`config.mk`:
```
export PLATFORM = sky130hd
export DESIGN_NAME = rv_decode_stage_flat
export DESIGN_NICKNAME = d
export VERILOG_FILES = /design/src/rtl/rv_decode_pkg.sv /design/src/rtl/rv_decode_if.sv /design/src/rtl/rv_decode_comb.sv /design/src/rtl/rv_decode_stage.sv /design/src/flat_wrapper.sv
export SDC_FILE = /design/constraint.sdc
export NUM_CORES = 1
export LEC_CHECK = 0
export BUFFER_PORTS_ARGS = -buffer_cell sky130_fd_sc_hd__clkbuf_2
export CAP_MARGIN = 20
export CORE_ASPECT_RATIO = 0.8
export CORE_MARGIN = 2
export CORE_UTILIZATION = 50
export CTS_BUF_LIST = sky130_fd_sc_hd__clkbuf_8
export DETAILED_ROUTE_END_ITERATION = 16
export HOLD_SLACK_MARGIN = 0.1
export PLACE_DENSITY = 0.72
export SLEW_MARGIN = 20
export SYNTH_ARGS = -nofsm -noshare
export SYNTH_HDL_FRONTEND = slang
export SYNTH_SLANG_ARGS = --single-unit
```
`constraint.sdc`:
```
create_clock -name clk -period 1.95 [get_ports clk]
set_input_delay 0.39 -clock clk [delete_from_list [all_inputs] [get_ports clk]]
set_output_delay 0.39 -clock clk [all_outputs]
set_load 0.01 [all_outputs]
```
`src/rtl/rv_decode_pkg.sv`:
```
// Shared decode types for the RV32I/RV64I decode stage: format codes, opcodes and the decoded-field record.
package rv_decode_pkg;

  typedef enum logic [2:0] {
    FMT_R   = 3'd0,
    FMT_I   = 3'd1,
    FMT_S   = 3'd2,
    FMT_B   = 3'd3,
    FMT_U   = 3'd4,
    FMT_J   = 3'd5,
    FMT_INV = 3'd7
  } fmt_e;

  localparam logic [6:0] OP_OP       = 7'b0110011;
  localparam logic [6:0] OP_IMM      = 7'b0010011;
  localparam logic [6:0] OP_LOAD     = 7'b0000011;
  localparam logic [6:0] OP_JALR     = 7'b1100111;
  localparam logic [6:0] OP_SYSTEM   = 7'b1110011;
  localparam logic [6:0] OP_MISC_MEM = 7'b0001111;
  localparam logic [6:0] OP_STORE    = 7'b0100011;
  localparam logic [6:0] OP_BRANCH   = 7'b1100011;
  localparam logic [6:0] OP_LUI      = 7'b0110111;
  localparam logic [6:0] OP_AUIPC    = 7'b0010111;
  localparam logic [6:0] OP_JAL      = 7'b1101111;
  localparam logic [6:0] OP_IMM_32   = 7'b0011011;
  localparam logic [6:0] OP_32       = 7'b0111011;

  // Everything except PC and immediate, whose widths depend on parameters.
  typedef struct packed {
    fmt_e       fmt;
    logic [4:0] rd;
    logic [4:0] rs1;
    logic [4:0] rs2;
    logic [2:0] funct3;
    logic [6:0] funct7;
    logic [6:0] opcode;
    logic       illegal;
  } dec_fields_t;

  localparam int DEC_W = $bits(dec_fields_t);

endpackage

```
`src/rtl/rv_decode_if.sv`:
```
// Fetch-side and issue-side handshake bundle of the decode stage.
interface rv_decode_if #(
  parameter int XLEN = 32,
  parameter int PC_W = 32
);
  logic            in_valid;
  logic            in_ready;
  logic [31:0]     in_instr;
  logic [PC_W-1:0] in_pc;
  logic            out_valid;
  logic            out_ready;
  logic [PC_W-1:0] out_pc;
  logic [2:0]      out_fmt;
  logic [4:0]      out_rd;
  logic [4:0]      out_rs1;
  logic [4:0]      out_rs2;
  logic [2:0]      out_funct3;
  logic [6:0]      out_funct7;
  logic [6:0]      out_opcode;
  logic [XLEN-1:0] out_imm;
  logic            out_illegal;

  modport master (
    output in_valid, in_instr, in_pc, out_ready,
    input  in_ready, out_valid, out_pc, out_fmt, out_rd, out_rs1, out_rs2,
           out_funct3, out_funct7, out_opcode, out_imm, out_illegal
  );

  modport slave (
    input  in_valid, in_instr, in_pc, out_ready,
    output in_ready, out_valid, out_pc, out_fmt, out_rd, out_rs1, out_rs2,
           out_funct3, out_funct7, out_opcode, out_imm, out_illegal
  );
endinterface

```
`src/rtl/rv_decode_comb.sv`:
```
// Purely combinational RV32I/RV64I instruction decoder: format, fields, immediate, illegal flag.
module rv_decode_comb
  import rv_decode_pkg::*;
#(
  parameter int XLEN = 32
) (
  input  logic [31:0]     instr_i,
  output dec_fields_t     fields_o,
  output logic [XLEN-1:0] imm_o
);

  logic [6:0]  opcode;
  logic [31:0] imm32;
  fmt_e        fmt;

  assign opcode = instr_i[6:0];

  always_comb begin
    fmt = FMT_INV;
    case (opcode)
      OP_OP:                                          fmt = FMT_R;
      OP_IMM, OP_LOAD, OP_JALR, OP_SYSTEM, OP_MISC_MEM: fmt = FMT_I;
      OP_STORE:                                       fmt = FMT_S;
      OP_BRANCH:                                      fmt = FMT_B;
      OP_LUI, OP_AUIPC:                               fmt = FMT_U;
      OP_JAL:                                         fmt = FMT_J;
      OP_IMM_32: if (XLEN == 64) fmt = FMT_I;
      OP_32:     if (XLEN == 64) fmt = FMT_R;
      default:                                        fmt = FMT_INV;
    endcase
    if (instr_i[1:0] != 2'b11) fmt = FMT_INV;
  end

  always_comb begin
    fields_o        = '0;
    fields_o.fmt    = fmt;
    fields_o.opcode = opcode;
    imm32           = '0;
    case (fmt)
      FMT_R: begin
        fields_o.rd     = instr_i[11:7];
        fields_o.rs1    = instr_i[19:15];
        fields_o.rs2    = instr_i[24:20];
        fields_o.funct3 = instr_i[14:12];
        fields_o.funct7 = instr_i[31:25];
      end
      FMT_I: begin
        fields_o.rd     = instr_i[11:7];
        fields_o.rs1    = instr_i[19:15];
        fields_o.funct3 = instr_i[14:12];
        // Only the immediate shifts carry a meaningful funct7.
        if (opcode == OP_IMM && (instr_i[14:12] == 3'b001 || instr_i[14:12] == 3'b101))
          fields_o.funct7 = instr_i[31:25];
        imm32 = {{20{instr_i[31]}}, instr_i[31:20]};
      end
      FMT_S: begin
        fields_o.rs1    = instr_i[19:15];
        fields_o.rs2    = instr_i[24:20];
        fields_o.funct3 = instr_i[14:12];
        imm32 = {{20{instr_i[31]}}, instr_i[31:25], instr_i[11:7]};
      end
      FMT_B: begin
        fields_o.rs1    = instr_i[19:15];
        fields_o.rs2    = instr_i[24:20];
        fields_o.funct3 = instr_i[14:12];
        imm32 = {{19{instr_i[31]}}, instr_i[31], instr_i[7], instr_i[30:25], instr_i[11:8], 1'b0};
      end
      FMT_U: begin
        fields_o.rd = instr_i[11:7];
        imm32 = {instr_i[31:12], 12'b0};
      end
      FMT_J: begin
        fields_o.rd = instr_i[11:7];
        imm32 = {{11{instr_i[31]}}, instr_i[31], instr_i[19:12], instr_i[20], instr_i[30:21], 1'b0};
      end
      default: fields_o.illegal = 1'b1;
    endcase
  end

  assign imm_o = XLEN'($signed(imm32));

endmodule

```
`src/rtl/rv_decode_stage.sv`:
```
// Registered decode stage with a DEPTH-entry output queue and flush.
// Optional RV_DECODE_PERF_EN adds saturating perf_decoded / perf_illegal counters.
module rv_decode_stage
  import rv_decode_pkg::*;
#(
  parameter int XLEN  = 32,
  parameter int PC_W  = 32,
  parameter int DEPTH = 2
) (
  input  logic        clk,
  input  logic        rst_n,
  input  logic        flush,
  rv_decode_if.slave  bus
`ifdef RV_DECODE_PERF_EN
  ,
  output logic [31:0] perf_decoded,
  output logic [31:0] perf_illegal
`endif
);

  localparam int PTR_W = (DEPTH > 1) ? $clog2(DEPTH) : 1;
  localparam int CNT_W = $clog2(DEPTH + 1);

  typedef struct packed {
    logic [PC_W-1:0] pc;
    logic [XLEN-1:0] imm;
    dec_fields_t     f;
  } entry_t;

  dec_fields_t     dec_f;
  logic [XLEN-1:0] dec_imm;
  entry_t          new_entry;
  entry_t          head;
  entry_t          mem_q [DEPTH];
  logic [PTR_W-1:0] wr_q, wr_d, rd_q, rd_d;
  logic [CNT_W-1:0] count_q, count_d;
  logic push, pop;

  rv_decode_comb #(.XLEN(XLEN)) u_comb (
    .instr_i  (bus.in_instr),
    .fields_o (dec_f),
    .imm_o    (dec_imm)
  );

  function automatic logic [PTR_W-1:0] ptr_inc(input logic [PTR_W-1:0] p);
    return (p == PTR_W'(DEPTH - 1)) ? '0 : p + 1'b1;
  endfunction

  assign bus.in_ready  = (count_q < CNT_W'(DEPTH));
  assign bus.out_valid = (count_q != '0);
  assign push = bus.in_valid & bus.in_ready & ~flush;
  assign pop  = bus.out_valid & bus.out_ready & ~flush;

  assign new_entry = '{pc: bus.in_pc, imm: dec_imm, f: dec_f};

  always_comb begin
    count_d = count_q;
    wr_d    = wr_q;
    rd_d    = rd_q;
    if (flush) begin
      count_d = '0;
      wr_d    = '0;
      rd_d    = '0;
    end else begin
      if (push) wr_d = ptr_inc(wr_q);
      if (pop)  rd_d = ptr_inc(rd_q);
      if (push && !pop)      count_d = count_q + 1'b1;
      else if (pop && !push) count_d = count_q - 1'b1;
    end
  end

  always_ff @(posedge clk or negedge rst_n) begin
    if (!rst_n) begin
      count_q <= '0;
      wr_q    <= '0;
      rd_q    <= '0;
      for (int unsigned i = 0; i < DEPTH; i++) mem_q[i] <= '0;
    end else begin
      count_q <= count_d;
      wr_q    <= wr_d;
      rd_q    <= rd_d;
      if (push) mem_q[wr_q] <= new_entry;
    end
  end

  // Fields read as zero whenever the queue is empty, so reset needs no extra clearing.
  assign head = bus.out_valid ? mem_q[rd_q] : '0;

  assign bus.out_pc      = head.pc;
  assign bus.out_imm     = head.imm;
  assign bus.out_fmt     = head.f.fmt;
  assign bus.out_rd      = head.f.rd;
  assign bus.out_rs1     = head.f.rs1;
  assign bus.out_rs2     = head.f.rs2;
  assign bus.out_funct3  = head.f.funct3;
  assign bus.out_funct7  = head.f.funct7;
  assign bus.out_opcode  = head.f.opcode;
  assign bus.out_illegal = head.f.illegal;

`ifdef RV_DECODE_PERF_EN
  logic [31:0] perf_dec_q, perf_ill_q;

  always_ff @(posedge clk or negedge rst_n) begin
    if (!rst_n) begin
      perf_dec_q <= '0;
      perf_ill_q <= '0;
    end else begin
      if (push && perf_dec_q != '1) perf_dec_q <= perf_dec_q + 1'b1;
      if (push && dec_f.illegal && perf_ill_q != '1) perf_ill_q <= perf_ill_q + 1'b1;
    end
  end

  assign perf_decoded = perf_dec_q;
  assign perf_illegal = perf_ill_q;
`endif

endmodule

```
`src/flat_wrapper.sv`:
```
// flat-port wrapper written by rule: the top's interface ports become plain ports
module rv_decode_stage_flat import rv_decode_pkg::*;
#(
  parameter int XLEN  = 32,
  parameter int PC_W  = 32,
  parameter int DEPTH = 2
)
  (clk, rst_n, flush, bus_in_valid, bus_in_instr, bus_in_pc, bus_out_ready, bus_in_ready, bus_out_valid, bus_out_pc, bus_out_fmt, bus_out_rd, bus_out_rs1, bus_out_rs2, bus_out_funct3, bus_out_funct7, bus_out_opcode, bus_out_imm, bus_out_illegal);
  rv_decode_if #(.XLEN(XLEN), .PC_W(PC_W)) bus_i ();
  input  logic clk;
  input  logic rst_n;
  input  logic flush;
  input wire logic [$bits(bus_i.in_valid)-1:0] bus_in_valid;
  input wire logic [$bits(bus_i.in_instr)-1:0] bus_in_instr;
  input wire logic [$bits(bus_i.in_pc)-1:0] bus_in_pc;
  input wire logic [$bits(bus_i.out_ready)-1:0] bus_out_ready;
  output wire logic [$bits(bus_i.in_ready)-1:0] bus_in_ready;
  output wire logic [$bits(bus_i.out_valid)-1:0] bus_out_valid;
  output wire logic [$bits(bus_i.out_pc)-1:0] bus_out_pc;
  output wire logic [$bits(bus_i.out_fmt)-1:0] bus_out_fmt;
  output wire logic [$bits(bus_i.out_rd)-1:0] bus_out_rd;
  output wire logic [$bits(bus_i.out_rs1)-1:0] bus_out_rs1;
  output wire logic [$bits(bus_i.out_rs2)-1:0] bus_out_rs2;
  output wire logic [$bits(bus_i.out_funct3)-1:0] bus_out_funct3;
  output wire logic [$bits(bus_i.out_funct7)-1:0] bus_out_funct7;
  output wire logic [$bits(bus_i.out_opcode)-1:0] bus_out_opcode;
  output wire logic [$bits(bus_i.out_imm)-1:0] bus_out_imm;
  output wire logic [$bits(bus_i.out_illegal)-1:0] bus_out_illegal;
  assign bus_i.in_valid = bus_in_valid;
  assign bus_i.in_instr = bus_in_instr;
  assign bus_i.in_pc = bus_in_pc;
  assign bus_i.out_ready = bus_out_ready;
  assign bus_in_ready = bus_i.in_ready;
  assign bus_out_valid = bus_i.out_valid;
  assign bus_out_pc = bus_i.out_pc;
  assign bus_out_fmt = bus_i.out_fmt;
  assign bus_out_rd = bus_i.out_rd;
  assign bus_out_rs1 = bus_i.out_rs1;
  assign bus_out_rs2 = bus_i.out_rs2;
  assign bus_out_funct3 = bus_i.out_funct3;
  assign bus_out_funct7 = bus_i.out_funct7;
  assign bus_out_opcode = bus_i.out_opcode;
  assign bus_out_imm = bus_i.out_imm;
  assign bus_out_illegal = bus_i.out_illegal;
  rv_decode_stage #(.XLEN(XLEN), .PC_W(PC_W), .DEPTH(DEPTH)) u_core (.clk(clk), .rst_n(rst_n), .flush(flush), .bus(bus_i));
endmodule
```
==> summary by stage <==
GRT
The wire length of the first global-routing pass is 45900 um. The combined global-route utilization of all metal layers is approximately 28%. The via count of the first global-routing pass is between 8000 and 9000. The pin count of the biggest net entering global routing is 58. The number of antenna violations at the first check in global routing was 1.

The final global-route overflow total is 0.

STA
The worst-margin pin slew is between 0.6 and 0.7 ns. The worst hold slack across all endpoints is 0.144 ns. The total setup violations reported at the end of the flow is 101. For the finished layout, the period the worst path requires is 2.19 ns. The headroom to the max-slew limit is between 50 and 60%.

The ratio of final minimum period to clock period is 113%. Across all setup checks in the final design, the least slack found is -0.245 ns. Derived from the worst setup path, the maximum achievable clock frequency is 456 MHz. The maximum clock skew at final layout is 0.0168 ns.

The hold violation total from the final report came to 0. The total count of max-transition violations in the final report came to 0. Setup repair after global routing could not meet its margin everywhere.

Placement
The weighted congestion at the end of routability-driven global placement is between 0.9 and 1. The count of buffers inserted at the top-level ports is 170. Timing analysis after detailed placement gives a worst setup slack of -0.157 ns. Summing all placed instances gives a cell area of roughly 0.012 mm^2. The HPWL after detailed placement is 17900 um.

Status
The checks that failed: setup timing. The run finished, with violations left.

Synth
The average cell area after synthesis is around 8.9 um^2. The fraction of registers with async set/reset is 100%. Sequential cells were found to cover 51.0% of the synthesized design area. Counting flops with a built-in enable in the synthesized netlist gives 0. The count of synthesis-stage warnings from yosys is 0.

The synthesized cell area is about 0.01 mm^2. For this run, the leading register cell type out of synthesis is dfrtp_1. Synthesis produced between 1000 and 1500 cells. Synthesis produced a netlist with a net count of between 1000 and 1500. Counting distinct cell types in the post-synthesis netlist gives 52.

The count of state elements after synthesis is 204.

Clocking
The number of sinks on the clock net is between 200 and 250. The tree is rooted in a clkbuf_8. TritonCTS built the clock tree. The total number of H-tree levels is 2.

The largest buffer count on any clock path is 3. TritonCTS created 35 clock buffers. The clock input transition at the sequential cells of the worst setup and hold paths is around 0.060 ns. The later pin in the worst-skew pair is clocked with a latency of 0.51 ns.

Setup path
The capturing instance or port of the critical path is bus_out_imm[13]. The count of cell instances traversed by the critical path is 4. Measured in cells, the most critical reg-to-reg path has a length of 6.

The timing startpoint of the critical path is u_core.rd_q. On the critical path, the stage with the largest delay is an instance of dfrtp_4. The worst register-to-register path has a setup slack of approximately 0.10 ns. The critical path required time is 1.56 ns.

The critical path in this run is classified as reg -> out. The kind of end point of the critical path is an output port. Traced cell by cell, the critical path runs through buf_16, mux2i_2, nor2_1, clkbuf_2. At the worst endpoint, the arrival time is ~1.8 ns. The cell class contributing the biggest share of worst-path delay is flip-flops. The stage delay of the slowest cell on the critical path is 0.49 ns. The number of buffers and inverters on the critical path is 2.

The maximum fanout along the worst path is 32. The endpoint of the worst-slack reg-to-reg timing path is u_core.mem_q[63]. The worst setup path is launched from a register.

The worst register-to-register path begins at u_core.count_q[1].

Drt
The violation count after the first detailed-routing iteration is ~740. Detailed routing inserted a total of just over 9000 vias. For this block, the routed nets add up to between 20000 and 30000 um of wire. The first TritonRoute pass finished after 5 iterations. The detailed-route DRC error count is 0.

The per-cell routed wire length is between 15 and 20 um. The number of vias per cell is ~5.5. The count of nets left with antenna violations once routing finished came out at 0.

Hold path
The class of the tightest hold or removal check is in -> reg.

Cells and area
Once layout is done, the placed cells without fillers occupy about 0.013 mm^2. The number of nets in the finished design is 1428. The area added between synthesis and finish is 33.2%. The share of post-route cells with drive strength above 1 is 27.8%. In the layout the commonest cells are nand2_1 (306), dfrtp_1 (203), clkbuf_2 (138). Leaving out fill and tap cells, the most frequent cell in the layout is nand2_1.

Floorplanning
After floorplanning, the core was divided into 46 placement rows. The floorplan step set the die width to 162 um. The floorplan core area is 0.0197 mm^2. The top-level I/O count is roughly 170.

The floorplan step defined a die boundary enclosing ~0.021 mm^2. For this configuration, the core starts out at a cell density of between 50% and 60%. From bottom edge to top edge, the die measures ~130 um.

Power and ir drop
The maximum ir drop on the vdd rail is 0.522 mV. The leakage power summed over all cells is 6.37 nW. The power density over cell area is around 900 mW/mm^2.

Run
The max-capacitance violation count is 0.
report_power, final:
part / leakage (nW) / internal, mW / total, mW / switching, mW
combinational: 3.35 / 1.24 / 2.75 / 1.51
clock: 0.402 / 2.10 / 3.79 / 1.69
sequential: 2.62 / 4.99 / 5.44 / 0.451
synthesized netlist by cell type (all sizes together) (4+ instances only):
cell type | number | area share, %
o22ai | 12 | 0.75
nor3 | 14 | 0.70
nor2 | 156 | 5.8
dfrtp | 204 | 51
nand2 | 307 | 12
nand3 | 26 | 1.3
o21ai | 32 | 1.6
a211oi | 20 | 1.5
o31ai | 19 | 2.0
nand4 | 9 | 0.56
buf | 31 | 1.6
a31oi | 16 | 1.0
mux2i | 101 | 10
inv | 20 | 0.75
o2111a | 4 | 0.45
a21oi | 19 | 0.95
nand2b | 7 | 0.44
a32o | 22 | 2.2
clkbuf | 60 | 2.2
cell type report:
| class | instances | area, um^2 |
|---|---|---|
| Multi-Input combinational cell | 807 | 4710 |
| Clock inverter | 14 | 55.1 |
| Antenna cell | 1 | 2.50 |
| Timing Repair Buffer | 291 | 2410 |
| Clock buffer | 46 | 633 |
| Fill cell | 1558 | 6410 |
| Sequential cell | 204 | 5110 |
| Inverter | 20 | 80.1 |
| Tap cell | 264 | 330 |
state kept, by name, indices dropped and copies added, names as in the netlist:
signal	cells
u_core.rd_q	1
u_core.count_q	2
u_core.wr_q	1
u_core.mem_q	200
how the worst min path moves through the flow:
| stage | end | from | cells past startpoint | slack, ns |
|---|---|---|---|---|
| floorplan | u_core.count_q[0] | rst_n | 0 | 0.09 |
| global placement | u_core.mem_q[78] | rst_n | 1 | 0.34 |
| detailed placement | u_core.mem_q[178] | rst_n | 1 | 0.34 |
| CTS | u_core.mem_q[2] | bus_in_instr[1] | 3 | 0.13 |
| global route | u_core.mem_q[30] | bus_in_instr[9] | 2 | 0.15 |
| finish | u_core.mem_q[2] | bus_in_instr[1] | 3 | 0.14 |
tightest hold or removal path, cell delays in order:
cell,delay (ns)
clkbuf_2,0.12
nand2_1,0.06
nand2_1,0.04
what timing repair did:
item	4_1_cts	5_1_grt
gates cloned	12	2
hold buffers	33	0
gates resized for setup	47	89
setup endpoints to repair	108	109
buffers inserted	14	0
endpoints found under the hold margin	99	0
pin swaps	0	7
kinds of logic after synthesis:
group	after synthesis	share of synthesized area, %
simple gates	543	22.2
flops	204	51.0
compound gates	159	11.8
buf+inv	111	4.62
mux	101	10.1
xor+xnor	3	0.262
fa+ha+maj	1	0.100
per-stage QoR:
stage | std cells | utilization [%] | total power [mW] | TNS (ns)
after floorplan | 1122 | - | 6.80 | 0
after global placement | 1531 | 58.4 | 7.62 | -1.77
after detailed placement | 1531 | 58.4 | 7.70 | -2.80
after CTS | 1650 | 66.8 | 11.9 | -20.12
after global routing | 1647 | 67.5 | 12.6 | -25.69
final | 1647 | 67.5 | 12.0 | -18.30
routing by layer:
layer,vias to the layer above,global-route usage [%],wire [um]
met4,0,6.98,367
met5,-,0,0
li1,4281,-,-
met2,304,43.2,13800
met1,4493,40.6,13700
met3,32,4.96,1810
(Power assumes the default switching activity.)
